## config.mk

```make
export PLATFORM = sky130hd
export DESIGN_NAME = pd_loop_filter
export DESIGN_NICKNAME = d
export VERILOG_FILES = /design/src/rtl/pd_loop_filter_pkg.sv /design/src/rtl/pd_loop_filter_sync2.sv /design/src/rtl/pd_loop_filter.sv
export SDC_FILE = /design/constraint.sdc
export NUM_CORES = 1
export LEC_CHECK = 0
export BUFFER_PORTS_ARGS = -buffer_cell sky130_fd_sc_hd__clkbuf_2
export CORE_UTILIZATION = 55
export CTS_BUF_LIST = sky130_fd_sc_hd__clkbuf_16
export DETAILED_ROUTE_END_ITERATION = 8
export PLACE_DENSITY = 0.74
export SLEW_MARGIN = 20
export SYNTH_ARGS = -nofsm -noshare
export SYNTH_HDL_FRONTEND = slang
export SYNTH_HIERARCHICAL = 1
export SYNTH_SLANG_ARGS = --single-unit
```

## constraint.sdc

```tcl
create_clock -name clk -period 15.4 [get_ports clk]
set_clock_uncertainty 0.15 [all_clocks]
set_input_delay 4.62 -clock clk [delete_from_list [all_inputs] [get_ports clk]]
set_output_delay 4.62 -clock clk [all_outputs]
set_load 0.1 [all_outputs]
```

## src/rtl/pd_loop_filter_pkg.sv

```systemverilog
// pd_loop_filter_pkg: FSM state encoding and arithmetic guard width for the PD loop filter
package pd_loop_filter_pkg;
    typedef enum logic [1:0] {IDLE, MEAS_UP, MEAS_DN, UPDATE} state_e;
    // two guard bits let integ + err overflow/underflow visibly before clamping
    localparam int GUARD = 2;
endpackage

```

## src/rtl/pd_loop_filter_sync2.sv

```systemverilog
// pd_loop_filter_sync2: 2-flop synchroniser for the asynchronous PD pulses
module pd_loop_filter_sync2 (
    input  logic clk,
    input  logic rst_n,
    input  logic d_i,
    output logic q_o
);
    logic meta_q;
    always_ff @(posedge clk or negedge rst_n)
        if (!rst_n) {q_o, meta_q} <= 2'b00;
        else        {q_o, meta_q} <= {meta_q, d_i};
endmodule

```

## src/rtl/pd_loop_filter.sv

```systemverilog
// pd_loop_filter: measures PD up/down pulse widths and runs a shift-gain PI filter into a saturating DCO word
// Optional lock detector enabled by defining LOCK_DET_EN.
module pd_loop_filter
    import pd_loop_filter_pkg::*;
#(
    parameter int W         = 10,
    parameter int EW        = 8,
    parameter int CTRL_INIT = 512,
    parameter int KP_SHIFT  = 0,
    parameter int KI_SHIFT  = 2,
    parameter int LOCK_TOL  = 2,
    parameter int LOCK_CNT  = 4
) (
    input  logic          clk,
    input  logic          rst_n,
    input  logic          en_i,
    input  logic          up_i,
    input  logic          down_i,
    output logic [W-1:0]  ctrl_o,
    output logic          ctrl_valid_o,
    output logic [EW:0]   err_o,
    output logic          locked_o
);
    localparam int IW = W + GUARD;
    function automatic logic [W-1:0] sat(input logic signed [IW-1:0] x);
        return (x < 0) ? '0 : (x > IW'((1 << W) - 1)) ? '1 : x[W-1:0];
    endfunction
    logic up_s, down_s, up_q, down_q, up_r, down_r, meas;
    logic dir_q, dir_d, valid_q, valid_d, zero_evt, upd;
    state_e state_q, state_d;
    logic [EW-1:0] cnt_q, cnt_d;
    logic [W-1:0] integ_q, integ_d, ctrl_q, ctrl_d, integ_n;
    logic [EW:0] mag;
    logic signed [EW:0] e, err_q, err_d;
    logic signed [IW-1:0] e_x, i_x, n_x;
    pd_loop_filter_sync2 u_sync_up (.clk(clk), .rst_n(rst_n), .d_i(up_i),   .q_o(up_s));
    pd_loop_filter_sync2 u_sync_dn (.clk(clk), .rst_n(rst_n), .d_i(down_i), .q_o(down_s));
    assign up_r    = up_s & ~up_q;
    assign down_r  = down_s & ~down_q;
    assign meas    = (state_q == MEAS_UP) ? up_s : down_s;
    assign mag     = {1'b0, cnt_q};
    assign e       = dir_q ? -mag : mag;
    assign e_x     = {{(IW-EW-1){e[EW]}}, e};
    assign i_x     = {{GUARD{1'b0}}, integ_q};
    assign integ_n = sat(i_x + (e_x >>> KI_SHIFT));
    assign n_x     = {{GUARD{1'b0}}, integ_n};
    always_comb begin
        state_d  = state_q;
        cnt_d    = cnt_q;
        dir_d    = dir_q;
        integ_d  = integ_q;
        ctrl_d   = ctrl_q;
        err_d    = err_q;
        valid_d  = 1'b0;
        zero_evt = 1'b0;
        upd      = 1'b0;
        if (!en_i) begin
            state_d = IDLE;
            cnt_d   = '0;
        end else begin
            case (state_q)
                IDLE: begin
                    zero_evt = up_r & down_r;
                    if (up_r ^ down_r) begin
                        state_d = up_r ? MEAS_UP : MEAS_DN;
                        dir_d   = down_r;
                        cnt_d   = EW'(1);
                    end
                end
                MEAS_UP, MEAS_DN: begin
                    state_d = meas ? state_q : UPDATE;
                    cnt_d   = (meas && cnt_q != '1) ? cnt_q + EW'(1) : cnt_q;
                end
                default: begin
                    upd     = 1'b1;
                    integ_d = integ_n;
                    ctrl_d  = sat(n_x + (e_x >>> KP_SHIFT));
                    err_d   = e;
                    valid_d = 1'b1;
                    state_d = IDLE;
                    cnt_d   = '0;
                end
            endcase
        end
    end
    always_ff @(posedge clk or negedge rst_n)
        if (!rst_n) begin
            state_q <= IDLE;
            cnt_q   <= '0;
            dir_q   <= 1'b0;
            integ_q <= W'(CTRL_INIT);
            ctrl_q  <= W'(CTRL_INIT);
            err_q   <= '0;
            valid_q <= 1'b0;
            up_q    <= 1'b0;
            down_q  <= 1'b0;
        end else begin
            state_q <= state_d;
            cnt_q   <= cnt_d;
            dir_q   <= dir_d;
            integ_q <= integ_d;
            ctrl_q  <= ctrl_d;
            err_q   <= err_d;
            valid_q <= valid_d;
            up_q    <= up_s;
            down_q  <= down_s;
        end
    assign ctrl_o       = ctrl_q;
    assign ctrl_valid_o = valid_q;
    assign err_o        = err_q;
`ifdef LOCK_DET_EN
    localparam int LW = $clog2(LOCK_CNT + 1);
    logic [LW-1:0] lock_q, lock_d;
    logic in_tol;
    assign in_tol = (e >= -LOCK_TOL) && (e <= LOCK_TOL);
    always_comb
        lock_d = (zero_evt || (upd && in_tol)) ? ((lock_q == LW'(LOCK_CNT)) ? lock_q : lock_q + LW'(1))
               : upd ? '0 : lock_q;
    always_ff @(posedge clk or negedge rst_n)
        if (!rst_n) lock_q <= '0;
        else        lock_q <= lock_d;
    assign locked_o = (lock_q == LW'(LOCK_CNT));
`else
    assign locked_o = 1'b0;
`endif
endmodule
```

==> results of run 1 <==
routing by layer:
layer | vias up | track usage [%] | part of all wire, %
met4 | 0 | 15.37 | 3.4
met5 | - | 0 | 0
met2 | 66 | 41.48 | 50
met3 | 23 | 4.767 | 3.4
met1 | 1278 | 30.30 | 43
li1 | 1307 | - | -
layout make-up:
type / instances / area, um2
tap: 72 / 90.09
clock buffer: 5 / 125.1
timing repair buffer: 27 / 142.6
clock inverter: 3 / 12.51
multi-input combinational: 282 / 1937
fill: 476 / 2054
sequential: 47 / 1179
inverter: 9 / 33.78
worst register-to-register path, cell delays in order, from the launching register on:
cell       delay, ns
dfrtp_1         0.56
inv_1           0.13
ha_1            0.26
nand2b_1        0.18
xnor2_1         0.22
ha_1            0.27
fa_1            0.43
a211oi_1        0.34
o21ai_0         0.25
a211oi_2        0.47
or3_4           0.24
o31ai_2         0.10
nor2_1          0.17
nor2_1          0.07
ha_1            0.23
fa_1            0.42
a21oi_1         0.21
o211ai_1        0.15
o41ai_1         0.59
and2_1          0.26
o2bb2ai_4       0.18
nor3_1          0.10
a32oi_1         0.21
Yosys cell counts, types with 3 or more instances:
| master | instances |
|---|---|
| o211ai_1 | 5 |
| inv_1 | 9 |
| nor3_1 | 4 |
| a31oi_1 | 7 |
| o21ai_0 | 26 |
| o41ai_1 | 3 |
| xnor2_1 | 13 |
| a21oi_2 | 4 |
| xor2_1 | 7 |
| a21oi_1 | 13 |
| o31ai_1 | 8 |
| nand3_1 | 8 |
| clkbuf_1 | 8 |
| ha_1 | 25 |
| dfrtp_1 | 45 |
| o21ai_1 | 9 |
| o21a_1 | 4 |
| a21o_1 | 4 |
| nor2_1 | 33 |
| nand2_1 | 51 |
| a211oi_1 | 4 |
| nand4_1 | 5 |
| mux2_2 | 10 |
sequential cells by signal (all words and copies together) (netlist names), 2 cells and up:
signal   flops
ctrl_o      10
integ_q     10
err_o        9
cnt_q        8
state_q      2
worst min path at each step:
stage,slack [ns],start,end
after floorplan,0.18,u_sync_dn/meta_q,u_sync_dn/q_o
after global placement,0.18,u_sync_dn/meta_q,u_sync_dn/q_o
after detailed placement,0.19,u_sync_dn/meta_q,u_sync_dn/q_o
after CTS,0.21,u_sync_dn/meta_q,u_sync_dn/q_o
after global routing,0.21,u_sync_dn/meta_q,u_sync_dn/q_o
final,0.20,u_sync_dn/meta_q,u_sync_dn/q_o
stage by stage:
stage / cell area (um2) / std cells
after global routing: 3520 / 445
after detailed placement: 3382 / 437
after floorplan: 3229 / 353
final: 3520 / 445
after CTS: 3520 / 445
after global placement: 3382 / 437
placed cells by master, fill, tap and decap left out, types with 3 or more instances in the layout:
cell       synthesis  final
nand4_1            5      5
a211oi_1           4      4
o21ai_1            9      9
a21o_1             4      4
o21ai_0           26     26
inv_1              9     11
buf_4              2      3
xor2_1             7      7
o211ai_1           5      5
mux2_2            10     10
a21oi_1           13     13
xnor2_1           13     13
a31oi_1            7      7
dfrtp_1           45     45
o31ai_1            8      8
clkbuf_16          0      5
nor3_1             4      4
nor2_1            33     33
a21oi_2            4      4
ha_1              25     25
nand2_1           51     51
nand3_1            8      8
o41ai_1            3      3
o21a_1             4      4
clkbuf_2           0     24
kinds of logic (layout without fill, tap and decap cells):
kind of cell               count (synthesis)  count (layout)  synth area share (%)
AOI/OAI and AO/OA                        104             104                 22.63
xor gates and xnor gates                  21              21                 5.928
adders and majority gates                 27              27                 10.93
buffers and inverters                     24              44                 3.525
DFF                                       47              47                 36.50
muxes                                     10              10                 3.487
other                                      1               1                0.1161
and+or+nand+nor                          119             119                 16.89
==> impl_metrics.py, run 1 <==
metrics = {
    "setup_path": {
        "crit_fanout": 12,
        "slowest_delay_ns": 0.59,
        "cp_slowest_cell": "o41ai_1",
        "worstPathRequired_ns": 15.46,
        "crit_type": "register to register",
        "path_delay_family": "compound AO/OA/AOI/OAI gates",
        "worstPathBufferInverterCount": 1,
        "reg2reg_slack_ns": 9.12,
        "ff2ff_path_depth": 22,
        "crit_chain": "inv_1, ha_1, nand2b_1, xnor2_1, ha_1, fa_1, a211oi_1, o21ai_0, a211oi_2, or3_4, o31ai_2, nor2_1, nor2_1, ha_1, fa_1, a21oi_1, o211ai_1, o41ai_1, and2_1, o2bb2ai_4, nor3_1, a32oi_1",
        "crit_arrival_ns": 6.33,
        "startpoint_type": "register",
        "cp-startpoint": "cnt_q[0]",
        "r2r-start": "cnt_q[0]",
        "crit_cells": 22,
        "rr_endpoint": "ctrl_o[9]",
        "crit_path_frequent_cell": "ha_1",
        "cp-endpoint": "ctrl_o[9]",
        "critPathCaptureType": "register",
    },
    "yosys": {
        "syn-num-nets": 385,
        "synth_edf_count": 0,
        "yosysTopAreaCell": "dfrtp_1",
        "yosysUniqueCellTypes": 58,
        "yosysTopAreaCellShare_pct": 34.87,
        "ys_ff_latch": 47,
        "syn_inst": 353,
        "synthesis.area_mm2": 0.003229,
        "async_flop_share_pct": 100.0,
        "ys_top_cells_by_area": "dfrtp_1, ha_1, nand2_1, o21ai_0, nor2_1",
        "ys_warn_count": 6,
        "synthFlopType": "dfrtp_1",
        "ys_seq_area_share_pct": 36.50,
        "synth_area_per_cell_um2": 9.148,
    },
    "route": {
        "drc": 0,
        "ant_nets": 0,
        "vias": 2674,
        "drt-total-wl_um": 7086,
        "firstDrtPassIters": 4,
        "wire_per_inst_um": 15.92,
        "dr.first_iter.drc_count": 111,
        "via_per_inst": 6.009,
    },
    "floorplan": {
        "dieArea_mm2": 0.006182,
        "initial_core_util_pct": 57.93,
        "die_w_um": 78.63,
        "io_pins": 26,
        "die-height_um": 78.63,
        "coreArea_mm2": 0.005574,
        "row_count": 27,
    },
    "layout": {
        "nNetsFinal": 404,
        "syn_to_final_growth_pct": 8.989,
        "final_util_pct": 63.14,
        "drive_above_1_share_pct": 17.69,
        "n_antenna_cell": 0,
    },
    "clock_network": {
        "cts.sinks": 47,
        "clk_latency_ns": 0.29,
        "postCtsHoldBufs": 0,
        "root_buffer": "clkbuf_16",
        "cts_setup_buffers": 0,
        "clkTransAtPathRegs_ns": 0.06,
        "cts_buffers": 5,
        "clockBufferDepth": 2,
        "cts_resized": 0,
        "tritoncts": "yes",
        "cts-htree-levels": 2,
    },
    "sta": {
        "period_minus_slack_ns": 6.277,
        "tns_ns": 0,
        "slew_headroom_pct": 51.40,
        "fmax_ghz": 0.1593,
        "hold_viol": 0,
        "period_share_pct": 40.76,
        "tightest_slew_ns": 0.7196,
        "hold_ws_ns": 0.2048,
        "fin_ws_ns": 9.123,
        "rsz0062_at_grt": "no",
        "setup_viol": 0,
        "maxSlewViolCount": 0,
    },
    "worst_hold_path": {
        "hold_class": "register to register",
        "hold_depth": 0,
    },
    "job": {
        "drv_cap": 0,
    },
    "global_routing": {
        "grt_usage_pct": 25.17,
        "grt_max_degree": 30,
        "grt_pass1_wl_um": 12040,
        "grt_pass1_vias": 2645,
        "gr-total-overflow": 0,
        "antenna_found_initial": 0,
    },
    "run_status": {
        "status": "finished, final reports clean",
    },
    "placement": {
        "portBuffers": 24,
        "hpwl_um": 5361,
        "gp_congestion": 0.8222,
        "place_ws_ns": 9.208,
    },
}
Power of run 1 is left out: the tool's default activity adds up to more than one toggle a clock period on the data nets, which glitch-free logic cannot reach.
==> inputs of run 2 (changes only) <==
--- a/config.mk
+++ b/config.mk
@@ -9,7 +9,7 @@
 export CORE_UTILIZATION = 55
 export CTS_BUF_LIST = sky130_fd_sc_hd__clkbuf_16
 export DETAILED_ROUTE_END_ITERATION = 8
-export PLACE_DENSITY = 0.74
+export PLACE_DENSITY = 0.77
 export SLEW_MARGIN = 20
 export SYNTH_ARGS = -nofsm -noshare
 export SYNTH_HDL_FRONTEND = slang
==> constraint.sdc (replaced) <==
create_clock -name clk -period 5.6 [get_ports clk]
set_clock_uncertainty 0.15 [all_clocks]
set_input_delay 1.68 -clock clk [delete_from_list [all_inputs] [get_ports clk]]
set_output_delay 1.68 -clock clk [all_outputs]
set_load 0.1 [all_outputs]
==> run 2 against run 1 <==
- critical path depth unchanged
- wire length increased by 2.0%
- die area is the same
- sequential share of layout area decreased by 1.5 points
- flip-flop and latch count did not move
- hold slack lost 0.0065 ns
- count of clock-buffer cells in the layout is the same
- cell area up 4.7%
- non-clock buffer count up 14
- register-to-register slack worse by 8.8 ns
- first-iteration DRC count up 47%
==> impl_metrics.py, run 2 (synthesis results as in run 1) <==
metrics = {
    "global_routing": {
        "grt_usage_pct": 25.01,
        "grt_pass1_wl_um": 11940,
        "gr-total-overflow": 0,
        "grt_pass1_vias": 2587,
        "antenna_found_initial": 0,
        "grt_max_degree": 48,
    },
    "sta": {
        "hold_ws_ns": 0.1983,
        "fmax_ghz": 0.1904,
        "tns_ns": 0,
        "slew_headroom_pct": 59.61,
        "rsz0062_at_grt": "no",
        "hold_viol": 0,
        "period_minus_slack_ns": 5.252,
        "period_share_pct": 93.79,
        "tightest_slew_ns": 0.6059,
        "maxSlewViolCount": 0,
        "setup_viol": 0,
    },
    "floorplan": {
        "dieArea_mm2": 0.006182,
        "row_count": 27,
        "die-height_um": 78.63,
        "initial_core_util_pct": 57.93,
        "io_pins": 26,
        "die_w_um": 78.63,
        "coreArea_mm2": 0.005574,
    },
    "clock_network": {
        "clkTransAtPathRegs_ns": 0.07,
        "root_buffer": "clkbuf_16",
        "clk_latency_ns": 0.29,
        "clockBufferDepth": 2,
        "cts-htree-levels": 2,
        "cts.sinks": 47,
        "cts_setup_buffers": 0,
        "cts_buffers": 5,
        "tritoncts": "yes",
    },
    "layout": {
        "drive_above_1_share_pct": 22.22,
        "nNetsFinal": 418,
        "n_fill_cell": 454,
        "mostFrequentLayoutCell": "nand2_1",
        "seq_area_mm2": 0.001179,
        "mostFrequentLayoutCells": "nand2_1, dfrtp_1, nor2_1, o21ai_0, ha_1",
        "n_antenna_cell": 0,
        "syn_to_final_growth_pct": 14.14,
        "multi_input_area_mm2": 0.001964,
    },
    "setup_path": {
        "crit_arrival_ns": 5.31,
        "cp_slowest_cell": "a221o_1",
        "crit_fanout": 10,
        "crit_chain": "buf_4, nor3_1, nand2_1, o31a_1, xor2_1, ha_1, a21oi_2, o211ai_1, a221o_1, or3_4, o31ai_4, nor2_1, nor2_2, ha_1, a211oi_1, nor2_1, o31a_1, o41ai_1, buf_4, a31o_2, a31o_1, a32oi_1",
        "slowest_delay_ns": 0.43,
        "ff2ff_path_depth": 22,
        "startpoint_type": "register",
        "r2r-start": "cnt_q[1]",
        "critPathCaptureType": "register",
        "cp-startpoint": "cnt_q[1]",
        "worstPathRequired_ns": 5.66,
        "crit_type": "register to register",
    },
    "route": {
        "wire_per_inst_um": 15.75,
        "ant_nets": 0,
        "via_per_inst": 5.887,
        "firstDrtPassIters": 4,
        "drt-total-wl_um": 7230,
        "drc": 0,
        "dr.first_iter.drc_count": 163,
        "vias": 2702,
    },
    "worst_hold_path": {
        "hold_depth": 0,
        "hold_class": "register to register",
        "holdCritStartpoint": "u_sync_up/meta_q",
    },
    "run_status": {
        "status": "finished, final reports clean",
    },
    "placement": {
        "hpwl_um": 5247,
        "portBuffers": 24,
        "gp_congestion": 0.8498,
    },
    "job": {
        "drv_cap": 0,
    },
}
## run 2: layout make-up
type / instances / area share [%]
Clock buffer: 5 / 3.394
Clock inverter: 3 / 1.256
Inverter: 9 / 0.9165
Multi-Input combinational cell: 282 / 53.29
Sequential cell: 47 / 31.98
Tap cell: 72 / 2.444
Timing Repair Buffer: 41 / 6.721
## run 2: final timing paths
path                       slack, ns       endpoint
max in group asynchronous       3.55       err_o[4]
setup / recovery                0.35      ctrl_o[9]
hold reg to reg                 0.20  u_sync_up/q_o
min in group asynchronous       1.33     state_q[0]
hold / removal                  0.20  u_sync_up/q_o
setup reg to reg                0.35      ctrl_o[9]
## run 2: per-stage QoR
stage	setup WS, ns	util (%)	std cells	instance area [um2]
after floorplan	0.08930	-	353	3229
after global placement	0.3200	62.56	451	3487
after detailed placement	0.2889	62.56	451	3487
after CTS	0.1776	65.63	459	3659
after global routing	0.04900	66.13	459	3686
final	0.3480	66.13	459	3686
## run 2: repair_timing
item,CTS,global route
hold buffers,0,0
setup endpoints to repair,0,10
hold endpoints to repair,0,0
gates resized for setup,0,6
## run 2: metal layers
metal | wire length [um] | global-route usage, % | vias up
met1 | 3126 | 28.80 | 1295
met4 | 141 | 9.815 | 0
met3 | 195 | 3.953 | 14
li1 | - | - | 1333
met5 | 0 | 0 | -
met2 | 3766 | 45.83 | 60
## run 2: worst max-delay path, delay by kind of cell, from the launching register on
family | cells | cell delay [ns]
flops | 1 | 0.37
fa+ha+maj | 2 | 0.59
simple gates | 6 | 1.09
xor+xnor | 1 | 0.28
buf+inv | 2 | 0.36
compound gates | 11 | 2.33
Power of run 2 is left out for the same reason.
